[config.mk]
export PLATFORM = sky130hd
export DESIGN_NAME = decoder_3to8_reg
export DESIGN_NICKNAME = d
export VERILOG_FILES = /design/src/rtl/decoder_3to8_reg.sv
export SDC_FILE = /design/constraint.sdc
export NUM_CORES = 1
export LEC_CHECK = 0
export BUFFER_PORTS_ARGS = -buffer_cell sky130_fd_sc_hd__buf_4
export CAP_MARGIN = 20
export CORE_AREA = 2 2 39 41
export DETAILED_ROUTE_END_ITERATION = 8
export DIE_AREA = 0 0 41 43
export SYNTH_ARGS = -nofsm -noshare
export SYNTH_HDL_FRONTEND = slang
export SYNTH_SLANG_ARGS = --single-unit
[constraint.sdc]
create_clock -name clk -period 0.8 [get_ports clk]
set_input_delay 0.08 -clock clk [delete_from_list [all_inputs] [get_ports clk]]
set_output_delay 0.08 -clock clk [all_outputs]
set_load 0.02 [all_outputs]
[src/rtl/decoder_3to8_reg.sv]
// decoder_3to8_reg: 74x138-style 3-to-8 line decoder with three enables.
// The select code {c,b,a} chooses one of eight outputs. That output is asserted
// while g1=1 and g2a=g2b=0. Output polarity and output registering are set by
// parameters. When registered, a synchronous active-high reset forces the
// outputs to their idle value.
module decoder_3to8_reg #(
    parameter bit ACTIVE_LOW   = 1'b1,  // 1: asserted output is 0, idle outputs are 1
    parameter bit REGISTER_OUT = 1'b1   // 1: Y/en_o registered with 1-cycle latency
) (
    input  logic       clk,
    input  logic       rst,
    input  logic       g1,
    input  logic       g2a,
    input  logic       g2b,
    input  logic       c,
    input  logic       b,
    input  logic       a,
    output logic [7:0] Y,
    output logic       en_o
);

    // Output value when the decoder is disabled or held in reset.
    localparam logic [7:0] IDLE = {8{ACTIVE_LOW}};

    logic [2:0] sel;
    logic       enable;
    logic [7:0] onehot;
    logic [7:0] y_d;

    // Combinational decode. Any inactive enable forces every output idle.
    always_comb begin
        sel    = {c, b, a};
        enable = g1 & ~g2a & ~g2b;
        onehot = '0;
        if (enable) begin
            onehot[sel] = 1'b1;
        end
        y_d = ACTIVE_LOW ? ~onehot : onehot;
    end

    generate
        if (REGISTER_OUT) begin : g_reg
            logic [7:0] y_q;
            logic       en_q;

            // Output register. Reset overrides all inputs. Otherwise the register loads the decoded inputs each cycle.
            always_ff @(posedge clk) begin
                if (rst) begin
                    y_q  <= IDLE;
                    en_q <= 1'b0;
                end else begin
                    y_q  <= y_d;
                    en_q <= enable;
                end
            end

            assign Y    = y_q;
            assign en_o = en_q;
        end else begin : g_comb
            // clk and rst have no function in the combinational build.
            logic unused_clk_rst;
            assign unused_clk_rst = ^{clk, rst};

            assign Y    = y_d;
            assign en_o = enable;
        end
    endgenerate

endmodule

==> flow_summary_export.csv, run 1 <==
group,metric,value,unit
route,finalWirelength,478,µm
cells_and_area,post_route_cells_drive_above_1_share,69.0,%
cts,tritoncts.num_buffers,3,
worst_setup_path,critPathRequiredTime,720,ps
power_and_ir_drop,totalPowerFinal,857,µW
cts,cts_tree,"yes",
synthesis,post-synth-top-count-cell,"sky130_fd_sc_hd__dfxtp_1",
synthesis,yosys_register_bits,9,
cells_and_area,areaGrowthSynthToFinish,77.7,%
floorplanning,dieWidth,41,µm
floorplanning,std_cell_rows,14,
place,io_buffer_count,16,
worst_setup_path,cp_data_arrival_time,690,ps
route,drt-vias-per-instance,4.03,
grt,grt_overflow,0,
worst_setup_path,path_max_fanout,1,
synthesis,synth_top_flop_cell,"sky130_fd_sc_hd__dfxtp_1",
timing,slew_headroom,88.2,%
cells_and_area,diodes,0,
cts,cts_buffer_depth,2,
cells_and_area,multiInputGateArea,95.1,µm²
cts,root_buffer,"sky130_fd_sc_hd__clkbuf_4",
cells_and_area,fillCellCount,135,
synthesis,postSynthNetCount,29,
worst_setup_path,cp_slowest_stage_delay,300,ps
timing,finalWorstSetupSlack,27.9,ps
synthesis,post_synth_main_area_contributors,"sky130_fd_sc_hd__dfxtp_1 65%, sky130_fd_sc_hd__nand4b_1 9.5%, sky130_fd_sc_hd__nor4b_4 8.6%",
grt,grt.total_usage,6.36,%
cts,ctsHtreeMaxLevel,1,
power_and_ir_drop,p_per_area,1750,nW/µm²
synthesis,number_of_flops_mapped_to_enable_cells_by_yosys,0,
cells_and_area,seq_area,189,µm²
route,detailroute.via_count,234,
grt,grt_first_pass_wirelength,724,µm
flow_run,max-cap-violations,0,
outcome,run_status,"completed",
power_and_ir_drop,vdd_ir_drop_max,0.585,mV
cts,clk_transition_reported_paths,60,ps
worst_setup_path,cp_cell_sequence,"buf_4",
synthesis,synth_top_area_share,65.5,%
synthesis,syn-instance-count,21,
worst_setup_path,worst_path_top_cell_family_by_delay,"flip-flops",
timing,slew_viol_final,0,
synthesis,yosys_warnings,0,
synthesis,syn-cell-area,275,µm²
floorplanning,fp.dieH,43,µm
grt,grt_start_max_net_pins,10,
cells_and_area,number_of_nets_in_the_finished_design,51,
route,detail-route-antenna-nets,0,
floorplanning,floorplan.io_pins,17,
timing,setup_viol,0,
route,drt_iter0_markers,2,
synthesis,netlist-cell-type-count,9,
timing,fin_crit,772,ps
worst_setup_path,path_class,"register to output port",
place,dpl_worst_slack,-64.7,ps
grt,initial_antenna_violation_count,0,
power_and_ir_drop,leakage,0.000194,µW
route,route.detailed.drc,0,
synthesis,synth.yosys.seq_area_share,65.5,%
timing,tightestPinTransition,176,ps
timing,achievable-frequency,1300,MHz
synthesis,syn_area_per_cell,13.1,µm²
worst_setup_path,critPathCaptureType,"output port",
route,routed_wire_length_per_instance,8.24,µm
synthesis,synth-async-reset-ratio,0,%
cts,cts.sink_count,9,
grt,vias_in_the_first_global_route,204,
timing,hold_violations,0,
worst_setup_path,start_kind,"register",
cts,postCtsSetupRepairBufs,0,
place,finalWeightedCongestion,0.608,
cells_and_area,finish.utilization,35.4,%
worst_hold_path,hold_class,"primary input to register",
synthesis,netlist_top_cells_count,"9 x sky130_fd_sc_hd__dfxtp_1, 3 x sky130_fd_sc_hd__nand4b_1, 2 x sky130_fd_sc_hd__nand2_1, 2 x sky130_fd_sc_hd__nor3b_1",
floorplanning,initial_utilization,19.9,%
floorplanning,core_area,1380,µm²
floorplanning,area_of_the_die,1760,µm²
synthesis,synth.largest_area_cell,"sky130_fd_sc_hd__dfxtp_1",
timing,post-route-period-util,96.5,%
worst_setup_path,critPathSlowestCell,"sky130_fd_sc_hd__dfxtp_1",
timing,timing.hold.ws,49.3,ps
route,drt_pass1_iterations,2,
worst_setup_path,buf_inv_stages_crit_path,1,
## cell type report
cell class / count / area share [%]
clock buffer: 3 / 4.60
sequential: 9 / 38.6
multi-input combinational: 12 / 19.4
clock inverter: 1 / 1.02
timing repair buffer: 17 / 32.2
tap: 16 / 4.09
## per-stage QoR
stage,instances,setup TNS [ps],area [µm²]
6_report,58,0,489
5_1_grt,58,-8.12,489
4_1_cts,58,0,450
3_5_place_dp,54,-322,423
3_3_place_gp,54,-283,423
2_1_floorplan,21,0,275
## per-layer routing
layer / vias up / GRT usage (%) / part of all wire (%)
li1: 119 / - / -
met1: 103 / 6.54 / 39
met2: 12 / 8.75 / 50
met3: 0 / 4.71 / 10
met4: 0 / 4.00 / 0
met5: - / 0 / 0
## repair_timing
action / 4_1_cts / 5_1_grt
hold buffers: 0 / 0
endpoints found under the setup margin: 0 / 8
resized for setup: 0 / 15
## where the power goes
part | internal [µW] | total [µW] | switching [µW] | leakage, µW
registers | 452 | 453 | 1.46 | 0.0000695
logic | 41.4 | 72.1 | 30.7 | 0.000106
clock network | 184 | 332 | 148 | 0.0000177
## kinds of logic after synthesis
family           count (synthesis)  share of synthesized area (%)
DFF                              9                           65.5
and+or+nand+nor                 12                           34.5
## worst paths after layout
check,from,to,slack (ps),depth (start not counted)
worst max-delay path,Y[4]$_SDFF_PP1_,Y[4],30,1
worst min-delay path,a,Y[1]$_SDFF_PP1_,50,2
## layout by cell type, fill, tap and decap left out
| cell | synthesis | final |
|---|---|---|
| sky130_fd_sc_hd__nand3_1 | 1 | 1 |
| sky130_fd_sc_hd__nand2_1 | 2 | 2 |
| sky130_fd_sc_hd__nand4b_1 | 3 | 3 |
| sky130_fd_sc_hd__buf_6 | 0 | 8 |
| sky130_fd_sc_hd__dfxtp_1 | 9 | 2 |
| sky130_fd_sc_hd__nor3b_1 | 2 | 2 |
| sky130_fd_sc_hd__clkinv_2 | 0 | 1 |
| sky130_fd_sc_hd__dfxtp_2 | 0 | 7 |
| sky130_fd_sc_hd__clkbuf_4 | 0 | 3 |
| sky130_fd_sc_hd__nor4b_4 | 1 | 1 |
| sky130_fd_sc_hd__nand4_1 | 1 | 1 |
| sky130_fd_sc_hd__nor2_1 | 1 | 1 |
| sky130_fd_sc_hd__nand3b_1 | 1 | 1 |
| sky130_fd_sc_hd__buf_4 | 0 | 9 |
## sequential cells by signal, indices dropped and copies added, names as in the netlist
name and cells:
Y 8, en_o 1
Note: power is estimated with default switching activity, not from simulation.
==> inputs of run 2 (changes only) <==
- BUFFER_PORTS_ARGS: -buffer_cell sky130_fd_sc_hd__buf_4 -> not set
- DONT_BUFFER_PORTS: not set -> 1
- SETUP_SLACK_MARGIN: not set -> 0.3
==> flow_summary_export.csv, run 2 (synthesis results as in run 1) <==
group,metric,value,unit
worst_hold_path,hold_class,"primary input to register",
place,dpl.hpwl,353,µm
worst_hold_path,worst_hold_startpoint,"a",
timing,hold_violations,8,
route,routed_wire_length_per_instance,11.1,µm
timing,timing.hold.ws,-82.9,ps
cts,root_buffer,"sky130_fd_sc_hd__clkbuf_4",
route,finalWirelength,467,µm
cts,tritoncts.num_buffers,3,
cells_and_area,fillCellCount,147,
timing,achievable-frequency,1410,MHz
worst_setup_path,path_class,"register to output port",
timing,final.setup.tns,0,ps
timing,tightestPinTransition,175,ps
grt,gr-usage-met1,5.45,%
route,drt_pass1_iterations,2,
cells_and_area,number_of_nets_in_the_finished_design,35,
worst_setup_path,path_max_fanout,1,
place,dpl-instance-area,303,µm²
worst_setup_path,critPathCaptureType,"output port",
cells_and_area,post_route_cells_drive_above_1_share,57.7,%
route,detail-route-antenna-nets,0,
worst_setup_path,cp_data_arrival_time,630,ps
cts,cts_tree,"yes",
cells_and_area,largest_reg_flops,8,
floorplanning,floorplan.io_pins,17,
cts,cts.sink_count,9,
power_and_ir_drop,p_per_area,2130,nW/µm²
timing,slew_headroom,88.3,%
cells_and_area,final_design_area_no_fill,364,µm²
route,drt_iter0_markers,1,
place,io_buffer_count,0,
cts,cts_buffer_depth,2,
cts,ctsHtreeMaxLevel,1,
outcome,violations,"hold timing",
grt,grt_overflow,0,
cells_and_area,multiInputGateArea,95.1,µm²
timing,post-route-period-util,88.8,%
power_and_ir_drop,vdd_ir_drop_max,0.594,mV
cells_and_area,diodes,0,
worst_setup_path,start_kind,"register",
floorplanning,core_area,1380,µm²
cells_and_area,layout_commonest_cell,"sky130_fd_sc_hd__dfxtp_4",
grt,use_met2,10.3,%
floorplanning,initial_utilization,19.9,%
grt,initial_antenna_violation_count,0,
cts,postCtsSetupRepairBufs,0,
timing,setup_viol,0,
cells_and_area,areaGrowthSynthToFinish,32.3,%
route,detailroute.via_count,173,
floorplanning,area_of_the_die,1760,µm²
grt,use_met3,3.14,%
cells_and_area,finish.utilization,26.3,%
power_and_ir_drop,leakage,0.000111,µW
timing,setup_repair_after_global_routing_missed_its_margin,"yes",
cells_and_area,seq_area,214,µm²
floorplanning,fp.dieH,43,µm
worst_setup_path,critPathRequiredTime,720,ps
cells_and_area,final-instance-count-excl-fill,42,
cells_and_area,layout_common_cells,"9 x sky130_fd_sc_hd__dfxtp_4, 3 x sky130_fd_sc_hd__nand4b_1, 3 x sky130_fd_sc_hd__clkbuf_4",
grt,grt_first_pass_wirelength,703,µm
floorplanning,std_cell_rows,14,
timing,slew_viol_final,0,
floorplanning,dieWidth,41,µm
route,drt-vias-per-instance,4.12,
outcome,run_status,"finished, violations left",
place,place.detailed.instances,38,
flow_run,max-cap-violations,0,
timing,fin_crit,710,ps
route,route.detailed.drc,0,
grt,grt.total_usage,6.22,%
worst_setup_path,worstSetupStartpoint,"Y[1]$_SDFF_PP1_",
grt,grt_start_max_net_pins,10,
cts,clk_transition_reported_paths,60,ps
grt,vias_in_the_first_global_route,182,
grt,top_usage_layer,"met2",
place,finalWeightedCongestion,0.508,
==> run 2: layout make-up <==
type,count,area share (%)
clock inverter,1,1.37
clock buffer,3,6.19
tap,16,5.50
multi-input combinational,12,26.1
timing repair buffer,1,2.06
sequential,9,58.8
==> run 2: metrics by stage <==
step	total power, µW	setup slack, ps
global route	830	54.5
global placement	486	78.4
floorplan	483	58.5
finish	777	89.8
detailed placement	487	43.8
CTS	790	82.0
==> run 2: power by group <==
part,total [µW],switching [µW],internal (µW)
sequential,430,5.95,424
clock,328,145,183
combinational,19.2,5.96,13.2
==> run 2: layer usage <==
layer  vias to the layer above  routed length (µm)
met5                         -                   0
met4                         0                   0
met3                         0                  38
met2                        12                 263
met1                        74                 164
li1                         87                   -
==> run 2: worst paths after layout <==
| kind | endpoint | slack [ps] | depth (start not counted) |
|---|---|---|---|
| max | Y[1] | 90 | 0 |
| min | Y[5]$_SDFF_PP1_ | -80 | 1 |
==> run 2: timing repair <==
action / 4_1_cts / 5_1_grt
resized for setup: 18 / 0
endpoints found under the hold margin: 8 / 8
setup endpoints to repair: 9 / 14
==> inputs of run 3 (changes only) <==
- GPL_ROUTABILITY_DRIVEN: not set -> 0
- PLACE_DENSITY_LB_ADDON: not set -> 0.15
==> flow_summary_export.csv, run 3 (synthesis results as in run 1) <==
group,metric,value,unit
outcome,run_status,"finished, violations left",
outcome,violations,"hold timing",
timing,achievable-frequency,1410,MHz
worst_hold_path,hold_class,"primary input to register",
route,routed_wire_length_per_instance,11.6,µm
cts,clk_transition_reported_paths,60,ps
grt,grt_first_pass_wirelength,676,µm
timing,fin_crit,710,ps
worst_setup_path,path_max_fanout,1,
timing,hold_violations,8,
worst_setup_path,critPathRequiredTime,720,ps
floorplanning,area_of_the_die,1760,µm²
grt,grt_start_max_net_pins,10,
cts,cts.sink_count,9,
cts,ctsHtreeMaxLevel,1,
worst_setup_path,start_kind,"register",
worst_hold_path,worst_hold_startpoint,"b",
cts,cts_buffer_depth,2,
route,drt_pass1_iterations,2,
cts,cts_tree,"yes",
timing,final.setup.tns,0,ps
timing,finalWorstSetupSlack,90.4,ps
cells_and_area,areaGrowthSynthToFinish,33.2,%
worst_setup_path,worstSetupStartpoint,"Y[4]$_SDFF_PP1_",
route,finalWirelength,486,µm
cells_and_area,layout_common_cells,"9 x sky130_fd_sc_hd__dfxtp_4, 3 x sky130_fd_sc_hd__nand4b_1, 3 x sky130_fd_sc_hd__clkbuf_4",
timing,setup_repair_after_global_routing_missed_its_margin,"yes",
route,detail-route-antenna-nets,0,
route,drt-vias-per-instance,4.38,
route,route.detailed.drc,0,
cells_and_area,post_route_cells_drive_above_1_share,53.8,%
worst_setup_path,critPathCaptureType,"output port",
flow_run,max-cap-violations,0,
grt,initial_antenna_violation_count,0,
timing,timing.hold.ws,-90.4,ps
cts,postCtsSetupRepairBufs,0,
power_and_ir_drop,p_per_area,2150,nW/µm²
worst_setup_path,cp_data_arrival_time,630,ps
timing,tightestPinTransition,202,ps
floorplanning,core_area,1380,µm²
timing,slew_viol_final,0,
cells_and_area,finish.utilization,26.5,%
place,dpl.hpwl,379,µm
timing,setup_viol,0,
floorplanning,initial_utilization,19.9,%
place,dpl_worst_slack,53.9,ps
floorplanning,floorplan.io_pins,17,
cells_and_area,number_of_nets_in_the_finished_design,35,
cells_and_area,largest_reg_flops,8,
cts,tritoncts.num_buffers,3,
cells_and_area,layout_commonest_cell,"sky130_fd_sc_hd__dfxtp_4",
cts,root_buffer,"sky130_fd_sc_hd__clkbuf_4",
place,io_buffer_count,0,
route,detailroute.via_count,184,
cells_and_area,fillCellCount,157,
floorplanning,std_cell_rows,14,
power_and_ir_drop,vdd_ir_drop_max,0.323,mV
grt,vias_in_the_first_global_route,173,
floorplanning,fp.dieH,43,µm
worst_setup_path,path_class,"register to output port",
timing,post-route-period-util,88.7,%
grt,grt_overflow,0,
route,drt_iter0_markers,1,
cells_and_area,diodes,0,
floorplanning,dieWidth,41,µm
power_and_ir_drop,leakage,0.000109,µW
grt,grt.total_usage,6.83,%
timing,slew_headroom,86.5,%
## run 3: cell count changes in the layout (fill, tap and decap cells not counted), sizes merged
cell    delta
clkbuf     +1
clkinv     -1
## run 3: worst paths after layout
kind	end	slack [ps]	depth (start not counted)
worst max-delay path	Y[4]	90	0
worst min-delay path	Y[7]$_SDFF_PP1_	-90	1
## run 3: report_power, final
group	internal, µW	switching, µW
Combinational	14.0	5.98
Sequential	424	5.82
Clock	191	147
## run 3: through the flow
step                instance area (µm²)  total power [µW]  cells
floorplan                           275               483     21
global placement                    303               487     38
detailed placement                  303               487     38
CTS                                 363               803     42
global route                        367               836     42
finish                              367               789     42
## run 3: metal layers
layer,part of all wire (%),track usage [%],up-vias
met5,0,0,-
met4,4.5,10.0,0
met3,23,6.81,3
met2,39,7.19,15
met1,34,5.48,79
li1,-,-,87
## run 3: area by class of cell
cell class                      count  area, µm²  area share, %
Multi-Input combinational cell     12       95.1           25.9
Clock buffer                        4       26.3           7.17
Sequential cell                     9        214           58.4
Timing Repair Buffer                1       11.3           3.07
Tap cell                           16       20.0           5.46
## run 3: repair_timing
item	4_1_cts	5_1_grt
gates cloned	0	0
setup endpoints to repair	9	12
gates resized for setup	18	1
hold endpoints to repair	8	8
